`src/rtl/pciexp_sym_pkg.sv`:
```
// Symbol codes and scheduler state encoding shared by the PCIEXP TX scheduler,
// RX decoder and ordered-set detector.
package pciexp_sym_pkg;

  localparam logic [7:0] K28_5_COM = 8'hBC;
  localparam logic [7:0] K28_0_SKP = 8'h1C;
  localparam logic [7:0] D0_0_IDL  = 8'h00;

  typedef enum logic [1:0] {
    IDLE = 2'd0,
    PKT  = 2'd1,
    SKP  = 2'd2
  } sched_state_e;

endpackage

```
`src/rtl/pciexp_skp_timer.sv`:
```
// Free-running SKP interval timer with a single-deep pending flag.
module pciexp_skp_timer #(
  parameter int SKP_INTERVAL = 1180
) (
  input  logic clk_i,
  input  logic rst_i,
  input  logic clear_i,
  input  logic ack_i,
  output logic pend_o
);

  logic [11:0] cnt_q, cnt_d;
  logic        pend_q, pend_d;
  logic        expire;

  assign expire = (cnt_q == 12'(SKP_INTERVAL - 1));

  always_comb begin
    cnt_d  = cnt_q;
    pend_d = pend_q;
    if (clear_i) begin
      cnt_d  = '0;
      pend_d = 1'b0;
    end else if (expire) begin
      // a fresh expiry wins over a same-cycle ack so the request is never lost
      cnt_d  = '0;
      pend_d = 1'b1;
    end else begin
      cnt_d = cnt_q + 12'd1;
      if (ack_i) pend_d = 1'b0;
    end
  end

  always_ff @(posedge clk_i) begin
    if (rst_i) begin
      cnt_q  <= '0;
      pend_q <= 1'b0;
    end else begin
      cnt_q  <= cnt_d;
      pend_q <= pend_d;
    end
  end

  assign pend_o = pend_q;

endmodule

```
`src/rtl/pciexp_tx_sym_sched.sv`:
```
// TX symbol scheduler: picks packet data, SKP ordered sets or logical idle per
// symbol clock and drives the 8b10b encoder's reset/disparity controls.
module pciexp_tx_sym_sched
  import pciexp_sym_pkg::*;
#(
  parameter int SKP_INTERVAL = 1180,
  parameter int SKP_LEN      = 3
) (
  input  logic       PCLK250,
  input  logic       Reset_P2,
  input  logic       TxEnable_P2,
  input  logic       TxValid_P2,
  input  logic [7:0] TxData_P2,
  input  logic       TxK_P2,
  input  logic       TxSop_P2,
  input  logic       TxEop_P2,
  output logic       TxReady_P2,
  output logic [7:0] EncData_P2,
  output logic       EncKCode_P2,
  output logic       EncUseNegDisp_P2,
  output logic       EncReset_P2,
  output logic       SkpSent_P2,
  output logic       TxUnderrun_P2
);

  sched_state_e state_q, state_d;
  logic [2:0]   idx_q, idx_d;
  logic [7:0]   data_q, data_d;
  logic         k_q, k_d;
  logic         neg_q, neg_d;
  logic         skp_q, skp_d;
  logic         und_q, und_d;
  logic         enc_rst_q, rst_dly_q, en_q;
  logic         en_eff, ready, skp_pend, skp_ack;

  // The cycle right after reset is held off so nothing is accepted while the
  // encoder is still in reset.
  assign en_eff = TxEnable_P2 & ~Reset_P2 & ~rst_dly_q;

  pciexp_skp_timer #(
    .SKP_INTERVAL(SKP_INTERVAL)
  ) u_skp_timer (
    .clk_i  (PCLK250),
    .rst_i  (Reset_P2),
    .clear_i(~en_eff),
    .ack_i  (skp_ack),
    .pend_o (skp_pend)
  );

  always_comb begin
    state_d = state_q;
    idx_d   = idx_q;
    data_d  = D0_0_IDL;
    k_d     = 1'b0;
    skp_d   = 1'b0;
    und_d   = 1'b0;
    ready   = 1'b0;
    skp_ack = 1'b0;
    if (!en_eff) begin
      state_d = IDLE;
      idx_d   = '0;
    end else begin
      case (state_q)
        IDLE: begin
          if (skp_pend) begin
            data_d  = K28_5_COM;
            k_d     = 1'b1;
            skp_d   = 1'b1;
            skp_ack = 1'b1;
            idx_d   = '0;
            state_d = SKP;
          end else begin
            ready = 1'b1;
            if (TxValid_P2 && TxSop_P2) begin
              data_d = TxData_P2;
              k_d    = TxK_P2;
              if (!TxEop_P2) state_d = PKT;
            end
          end
        end
        PKT: begin
          ready = 1'b1;
          if (TxValid_P2) begin
            data_d = TxData_P2;
            k_d    = TxK_P2;
            if (TxEop_P2) state_d = IDLE;
          end else begin
            und_d = 1'b1;
          end
        end
        SKP: begin
          data_d = K28_0_SKP;
          k_d    = 1'b1;
          if (idx_q == 3'(SKP_LEN - 1)) begin
            idx_d   = '0;
            state_d = IDLE;
          end else begin
            idx_d = idx_q + 3'd1;
          end
        end
        default: state_d = IDLE;
      endcase
    end
  end

  // Force negative disparity on the first symbol after encoder reset releases
  // and on the first symbol after scheduling is (re)enabled.
  assign neg_d = (en_eff & ~en_q) | (enc_rst_q & ~rst_dly_q);

  always_ff @(posedge PCLK250) begin
    if (Reset_P2) begin
      state_q   <= IDLE;
      idx_q     <= '0;
      data_q    <= D0_0_IDL;
      k_q       <= 1'b0;
      neg_q     <= 1'b0;
      skp_q     <= 1'b0;
      und_q     <= 1'b0;
      enc_rst_q <= 1'b1;
      rst_dly_q <= 1'b1;
      en_q      <= 1'b0;
    end else begin
      state_q   <= state_d;
      idx_q     <= idx_d;
      data_q    <= data_d;
      k_q       <= k_d;
      neg_q     <= neg_d;
      skp_q     <= skp_d;
      und_q     <= und_d;
      enc_rst_q <= rst_dly_q;
      rst_dly_q <= 1'b0;
      en_q      <= en_eff;
    end
  end

  assign TxReady_P2       = ready;
  assign EncData_P2       = data_q;
  assign EncKCode_P2      = k_q;
  assign EncUseNegDisp_P2 = neg_q;
  assign EncReset_P2      = enc_rst_q;
  assign SkpSent_P2       = skp_q;
  assign TxUnderrun_P2    = und_q;

endmodule

```
`config.mk`:
```
export PLATFORM = sky130hd
export DESIGN_NAME = pciexp_tx_sym_sched
export DESIGN_NICKNAME = d
export VERILOG_FILES = /design/src/rtl/pciexp_sym_pkg.sv /design/src/rtl/pciexp_skp_timer.sv /design/src/rtl/pciexp_tx_sym_sched.sv
export SDC_FILE = /design/constraint.sdc
export NUM_CORES = 1
export LEC_CHECK = 0
export CAP_MARGIN = 20
export CORE_ASPECT_RATIO = 1.4
export CORE_MARGIN = 2
export CORE_UTILIZATION = 35
export DETAILED_ROUTE_END_ITERATION = 10
export GPL_TIMING_DRIVEN = 0
export PLACE_DENSITY_LB_ADDON = 0.15
export SETUP_SLACK_MARGIN = 0.05
export SYNTH_ARGS = -nofsm -noshare
export SYNTH_HDL_FRONTEND = slang
export SYNTH_SLANG_ARGS = --single-unit
```
`constraint.sdc`:
```
create_clock -name PCLK250 -period 1.3 [get_ports PCLK250]
set_clock_uncertainty 0.15 [all_clocks]
set_input_delay 0.195 -clock PCLK250 [delete_from_list [all_inputs] [get_ports PCLK250]]
set_output_delay 0.195 -clock PCLK250 [all_outputs]
set_load 0.02 [all_outputs]
```
# Word level (Yosys, flattened, before mapping)
# Cells that the tools add are included.
dict set report op_classes {
  reduce_logical 9
  mul 0
  magnitude_cmp 0
  n_addsub 2
  n_eq_ne 10
  mux 28
  n_shift 0
  bitwise 10
  n_div 0
}
# cell n
set op_table {}
lappend op_table {{$mux 8} 3}
lappend op_table {{$pmux 8 s3} 1}
lappend op_table {{$add 12x1->12 const B} 1}
lappend op_table {{$eq 12x11->1 const B} 1}
lappend op_table {{$mux 1} 12}
lappend op_table {{$mux 2} 6}
lappend op_table {{$mux 3} 2}
lappend op_table {{$ne 2x2->1 const B} 3}
lappend op_table {{$ne 3x2->1 const B} 2}
lappend op_table {{$pmux 2 s3} 1}
lappend op_table {{$pmux 3 s2} 1}
lappend op_table {{$reduce_or 3->1} 2}
lappend op_table {{$not 1->1} 5}
lappend op_table {{$reduce_and 5->1} 1}
lappend op_table {{$and 1x1->1} 4}
lappend op_table {{$reduce_bool 2->1} 2}
lappend op_table {{$add 3x1->3 const B} 1}
lappend op_table {{$eq 3x2->1 const B} 1}
lappend op_table {{$pmux 1 s3} 1}
lappend op_table {{$eq 2x1->1 const B} 1}
lappend op_table {{$eq 2x2->1 const B} 1}
lappend op_table {{$logic_not 2->1} 1}
lappend op_table {{$ne 2x1->1 const B} 1}
lappend op_table {{$pmux 1 s2} 1}
lappend op_table {{4 further kinds} 4}
dict set report totals {
  output_inout_bits 14
  mem_bits_ro 0
  mem_count 0
  input_bits 15
  ram_bits 0
  elab_cells 71
  latch_bits 0
  reg_bits 33
}

# Logic depth before layout (Yosys ltp)
dict set report depth {
  word_depth 6
  mapped_depth 6
  ltp_nobuf 5
}

# Hierarchy
# A second synthesis with hierarchy kept.
dict set report hier_totals {
  cells_unflattened 142
  hier_area_um2 1376.3
}
# mod instances area_per_inst_um2 cells_per_inst seq_area_each_um2
set by_module_without_submodules {}
lappend by_module_without_submodules {pciexp_tx_sym_sched 1 782.0 79 400.4}
lappend by_module_without_submodules {pciexp_skp_timer 1 594.3 63 260.2}

# Least setup slack after synthesis
# No wires, ideal clock.
dict set report synth_path {
  kind {reg-to-output}
  from {reg rst_dly_q}
  to {out TxReady_P2}
  n_path_buf 1
  arrival_time_ns 1.220
  setup_slack_ns -0.265
  required_ns 0.955
  path_stages_with_launch 5
  path_cell_list {dfxtp_1 > nor2_1 > nand2_1 > clkbuf_1 > nor3_1}
}
dict set report synth_between {
  elab_chain_cells 3
}
# item line_no
set synth_lines {}
lappend synth_lines {{start: declaration} pciexp_tx_sym_sched.sv:33} ;# logic enc_rst_q, rst_dly_q, en_q;
lappend synth_lines {{start signal: assignment} pciexp_tx_sym_sched.sv:120} ;# rst_dly_q <= 1'b1;
lappend synth_lines {{start signal: assignment} pciexp_tx_sym_sched.sv:131} ;# rst_dly_q <= 1'b0;
lappend synth_lines {{$not 1->1} pciexp_tx_sym_sched.sv:38} ;# assign en_eff = TxEnable_P2 & ~Reset_P2 & ~rst_dly_q;
lappend synth_lines {{$and 1x1->1} pciexp_tx_sym_sched.sv:38}
lappend synth_lines {{$mux 1} pciexp_tx_sym_sched.sv:59} ;# if (!en_eff) begin
lappend synth_lines {{end: declaration} pciexp_tx_sym_sched.sv:17} ;# output logic TxReady_P2,
# Every way passes these cells.

# Final worst setup path
dict set report layout_path {
  from {reg state_q[0]}
  to {out TxReady_P2}
}
dict set report layout_between {
  elab_chain_cells 3
  elab_cells_between_ends 4
  classes_between {eq/ne: 1; mux: 2; reduce/logical: 1}
}
# item line_no
set layout_lines {}
lappend layout_lines {{start: declaration} pciexp_tx_sym_sched.sv:26} ;# sched_state_e state_q, state_d;
lappend layout_lines {{start signal: assignment} pciexp_tx_sym_sched.sv:123} ;# state_q <= state_d;
lappend layout_lines {{$eq 2x1->1 / $logic_not 2->1 (equally long branches)} pciexp_tx_sym_sched.sv:63} ;# case (state_q)
lappend layout_lines {{$pmux 1 s2 (*)} pciexp_tx_sym_sched.sv:63}
lappend layout_lines {{$mux 1 (*)} pciexp_tx_sym_sched.sv:59}
# Mark *: on every way between the ends. The rest lies on a longest branch, timed or not.

==> impl_metrics.json <==
{
  "postLayoutSetupSlackWorst_ns": -0.2000,
  "finalHoldViolations": 0,
  "bufs_and_invs_on_worst_path": 2,
  "final_worst_path_period_need_ns": 1.500,
  "cpLargestDelayFamily": "flip-flops",
  "failed_checks": "negative setup slack",
  "pin_count_of_the_biggest_net_entering_global_routing": 12,
  "antenna_violating_nets_post_route": 0,
  "fmax_mhz": 666.7,
  "final_weighted_congestion_in_routability_driven_placement": 0.7882,
  "initial_core_util_pct": 36.08,
  "fin_crit_sh_pct": 115.4,
  "drt_wl_total_mm": 2.992,
  "cp_data_required_time_ns": 0.95,
  "critical_path.endpoint": "TxReady_P2",
  "worstMarginPinSlew_ns": 0.3971,
  "ctsRootBufferMaster": "sky130_fd_sc_hd__clkbuf_8",
  "io_pins": 29,
  "synthesized_area_mm2": 0.001291,
  "rr_startpoint": "state_q[1]$_SDFFE_PP0P_",
  "r2r_slack_ns": -0.11,
  "design.final.nets": 201,
  "report.final.slew_viol_count": 0,
  "dpl_cell_area_mm2": 0.001672,
  "design_area_mm2": 0.002008,
  "drt-wirelength-per-cell_um": 13.12,
  "syn_inst": 142,
  "clk-insertion-delay-late_ns": 0.28,
  "critical_path.cell_chain": "buf_8 > nor2b_2 > nor3_4 > buf_6",
  "finalCoreUtilization_pct": 56.12,
  "worst_hold_path_type": "input pin to flip-flop",
  "htreeDepth": 2,
  "core.rowCount": 26,
  "reg2regPathDepth": 4,
  "antenna_found_initial": 0,
  "slowest_delay_ns": 0.39,
  "vias": 1170,
  "cp-end-kind": "primary output",
  "status": "finished, violations left",
  "drtIter0Drc": 20,
  "place_inst": 211,
  "first_pass_grt_wire_length_mm": 4.774,
  "cts.hold.buffers_added": 0,
  "cp_data_arrival_time_ns": 1.16,
  "clock_sink_count": 33,
  "worst_path_max_delay_cell": "sky130_fd_sc_hd__dfxtp_4",
  "finalPower_w": 0.002153,
  "cts_buffer_depth": 2,
  "worstHoldStart": "Reset_P2",
  "globalRouteTotalUtil_pct": 14.75,
  "synth_sequential_area_ratio_pct": 51.16,
  "final-setup-viol-count": 13,
  "vdd_drop_max_mv": 0.7313,
  "postSynthNetCount": 158,
  "synth.ff_latch_count": 33,
  "die_x_um": 55.34,
  "yosys_warnings": 0,
  "maxCapViolCount": 0,
  "crit_path_start_kind": "flip-flop",
  "area_overhead_of_the_layout_relative_to_synthesis_pct": 55.52,
  "powerDensity_mw_per_mm2": 1072,
  "io_buffer_count": 27,
  "first_global_vias": 1132,
  "core_area_mm2": 0.003578,
  "reg2reg_to": "idx_q[1]$_SDFFE_PP0P_",
  "firstDrtPassIters": 4,
  "max_slew_margin_pct": 73.53,
  "layout-drive-gt1-share_pct": 40.86,
  "worstSetupPathDepth": 4,
  "synth_cell_type_count": 35,
  "antenna-diode-count": 0,
  "critPathLaunch": "state_q[0]$_SDFFE_PP0P_",
  "via_per_inst": 5.132,
  "worst-setup-path-type": "flip-flop to primary output",
  "syn_avg_cell_area_um2": 9.093,
  "cts_made_buffers": 5,
  "unrepaired_setup_endpoints_after_global_routing": "true",
  "cts_tree": "yes",
  "globalRouteOverflowTotal": 0,
  "final-instance-count-excl-fill": 228,
  "clkSlewWorstSetupHoldPaths_ns": 0.07,
  "dp_hpwl_mm": 2.062,
  "floorplan.die.height_um": 75.87,
  "drt_drc_violations_left": 0,
  "tns_ns": -1.136,
  "die-area_mm2": 0.004198,
  "static-leakage-power_nw": 0.7352,
  "path_max_fanout": 10
}
## power by group
group / internal [W] / leakage, nW / total, W / switching (W)
sequential: 0.00102 / 0.273 / 0.00102 / 0.00000591
combinational: 0.0000738 / 0.405 / 0.000138 / 0.0000641
clock: 0.000623 / 0.0574 / 0.000992 / 0.000369
total: 0.00171 / 0.735 / 0.00215 / 0.000439
## what timing repair did
item,CTS,global route
buffers inserted,8,0
setup endpoints to repair,42,34
pin swaps,19,6
resized for setup,64,29
cloned,1,0
## synthesized netlist by cell type
library cell	count	area share (%)
sky130_fd_sc_hd__a211oi_1	4	2.3
sky130_fd_sc_hd__a21o_1	2	1.2
sky130_fd_sc_hd__a21oi_1	7	2.7
sky130_fd_sc_hd__a311oi_1	1	0.68
sky130_fd_sc_hd__a31oi_1	4	1.9
sky130_fd_sc_hd__a32oi_1	1	0.68
sky130_fd_sc_hd__and2b_1	1	0.58
sky130_fd_sc_hd__and3_1	1	0.48
sky130_fd_sc_hd__and4b_1	1	0.78
sky130_fd_sc_hd__buf_2	2	0.78
sky130_fd_sc_hd__buf_4	1	0.58
sky130_fd_sc_hd__clkbuf_1	2	0.58
sky130_fd_sc_hd__dfxtp_1	33	51
sky130_fd_sc_hd__ha_1	1	0.97
sky130_fd_sc_hd__inv_1	9	2.6
sky130_fd_sc_hd__mux2i_1	1	0.78
sky130_fd_sc_hd__nand2_1	9	2.6
sky130_fd_sc_hd__nand2_2	1	0.48
sky130_fd_sc_hd__nand2b_1	1	0.48
sky130_fd_sc_hd__nand3_1	8	3.1
sky130_fd_sc_hd__nand4_1	1	0.48
sky130_fd_sc_hd__nor2_1	18	5.2
sky130_fd_sc_hd__nor2_2	2	0.97
sky130_fd_sc_hd__nor2b_1	3	1.5
sky130_fd_sc_hd__nor3_1	6	2.3
sky130_fd_sc_hd__nor3b_1	1	0.58
sky130_fd_sc_hd__nor4_1	2	0.97
sky130_fd_sc_hd__nor4b_1	2	1.4
sky130_fd_sc_hd__nor4b_2	1	1.2
sky130_fd_sc_hd__o211a_1	1	0.78
sky130_fd_sc_hd__o21ai_0	2	0.78
sky130_fd_sc_hd__o21bai_1	2	1.2
sky130_fd_sc_hd__or3_1	1	0.48
sky130_fd_sc_hd__xnor2_1	8	5.4
sky130_fd_sc_hd__xor2_1	2	1.4
## placed cells by master (no fill, tap or decap), types with 6 or more instances in the layout
cell / count
sky130_fd_sc_hd__dfxtp_1: 24
sky130_fd_sc_hd__nor2_1: 12
sky130_fd_sc_hd__clkdlybuf4s50_1: 11
sky130_fd_sc_hd__inv_1: 8
sky130_fd_sc_hd__nor2_2: 7
sky130_fd_sc_hd__clkbuf_8: 7
sky130_fd_sc_hd__xnor2_1: 7
sky130_fd_sc_hd__nand2_1: 7
sky130_fd_sc_hd__buf_4: 7
sky130_fd_sc_hd__a21oi_1: 6
sky130_fd_sc_hd__clkdlybuf4s15_2: 6
sky130_fd_sc_hd__dfxtp_2: 6
## metal layers
layer	vias to the layer above	wire, um	GRT usage (%)
met5	-	0	0
met4	0	27	6.504
met3	2	114	4.584
met2	27	1747	28.84
met1	569	1102	14.35
li1	572	-	-
## how the worst min path moves through the flow
stage                                  end  slack (ns)  cells after the start
floorplan                rst_dly_q$_DFF_P_        0.07                      0
global placement    EncReset_P2$_SDFF_PP1_        0.27                      2
detailed placement  EncReset_P2$_SDFF_PP1_        0.28                      2
CTS                      rst_dly_q$_DFF_P_        0.03                      1
global route             rst_dly_q$_DFF_P_        0.03                      1
finish                   rst_dly_q$_DFF_P_        0.03                      1
## flip-flops by register name, indices dropped and copies added, names as in the netlist
| name | flops |
|---|---|
| EncData_P2 | 8 |
| EncKCode_P2 | 1 |
| EncReset_P2 | 1 |
| EncUseNegDisp_P2 | 1 |
| SkpSent_P2 | 1 |
| TxUnderrun_P2 | 1 |
| en_q | 1 |
| idx_q | 3 |
| rst_dly_q | 1 |
| state_q | 2 |
| u_skp_timer.cnt_q | 12 |
| u_skp_timer.pend_o | 1 |
## worst reg2reg max path, cell delays in order, from the launching register on
cell,delay (ns)
sky130_fd_sc_hd__dfxtp_1,0.35
sky130_fd_sc_hd__clkbuf_4,0.23
sky130_fd_sc_hd__nor2b_1,0.25
sky130_fd_sc_hd__a31oi_1,0.12
sky130_fd_sc_hd__a211oi_1,0.24
## cell type report
cell class / count / area [um^2]
Multi-Input combinational cell: 95 / 745.7
Clock inverter: 2 / 37.54
Clock buffer: 6 / 82.58
Buffer: 5 / 51.30
Tap cell: 42 / 52.55
Inverter: 9 / 33.78
Timing Repair Buffer: 36 / 325.3
Fill cell: 338 / 1570
Sequential cell: 33 / 679.4
## through the flow
stage,hold WS (ns),setup WS (ns)
6_report,0.03279,-0.2000
5_1_grt,0.03261,-0.2653
4_1_cts,0.02654,-0.2422
3_5_place_dp,0.2827,-0.9879
3_3_place_gp,0.2737,-0.9702
2_1_floorplan,0.07272,0.03612
## kinds of logic after synthesis
logic type / Yosys count / share of synthesized area [%]
AOI/OAI and AO/OA: 24 / 12.21
xor gates and xnor gates: 10 / 6.783
adders and majority gates: 1 / 0.9688
buffers and inverters: 14 / 4.555
DFF: 33 / 51.16
muxes: 1 / 0.7752
and+or+nand+nor: 59 / 23.55
Power figures use the tool's default switching activity.
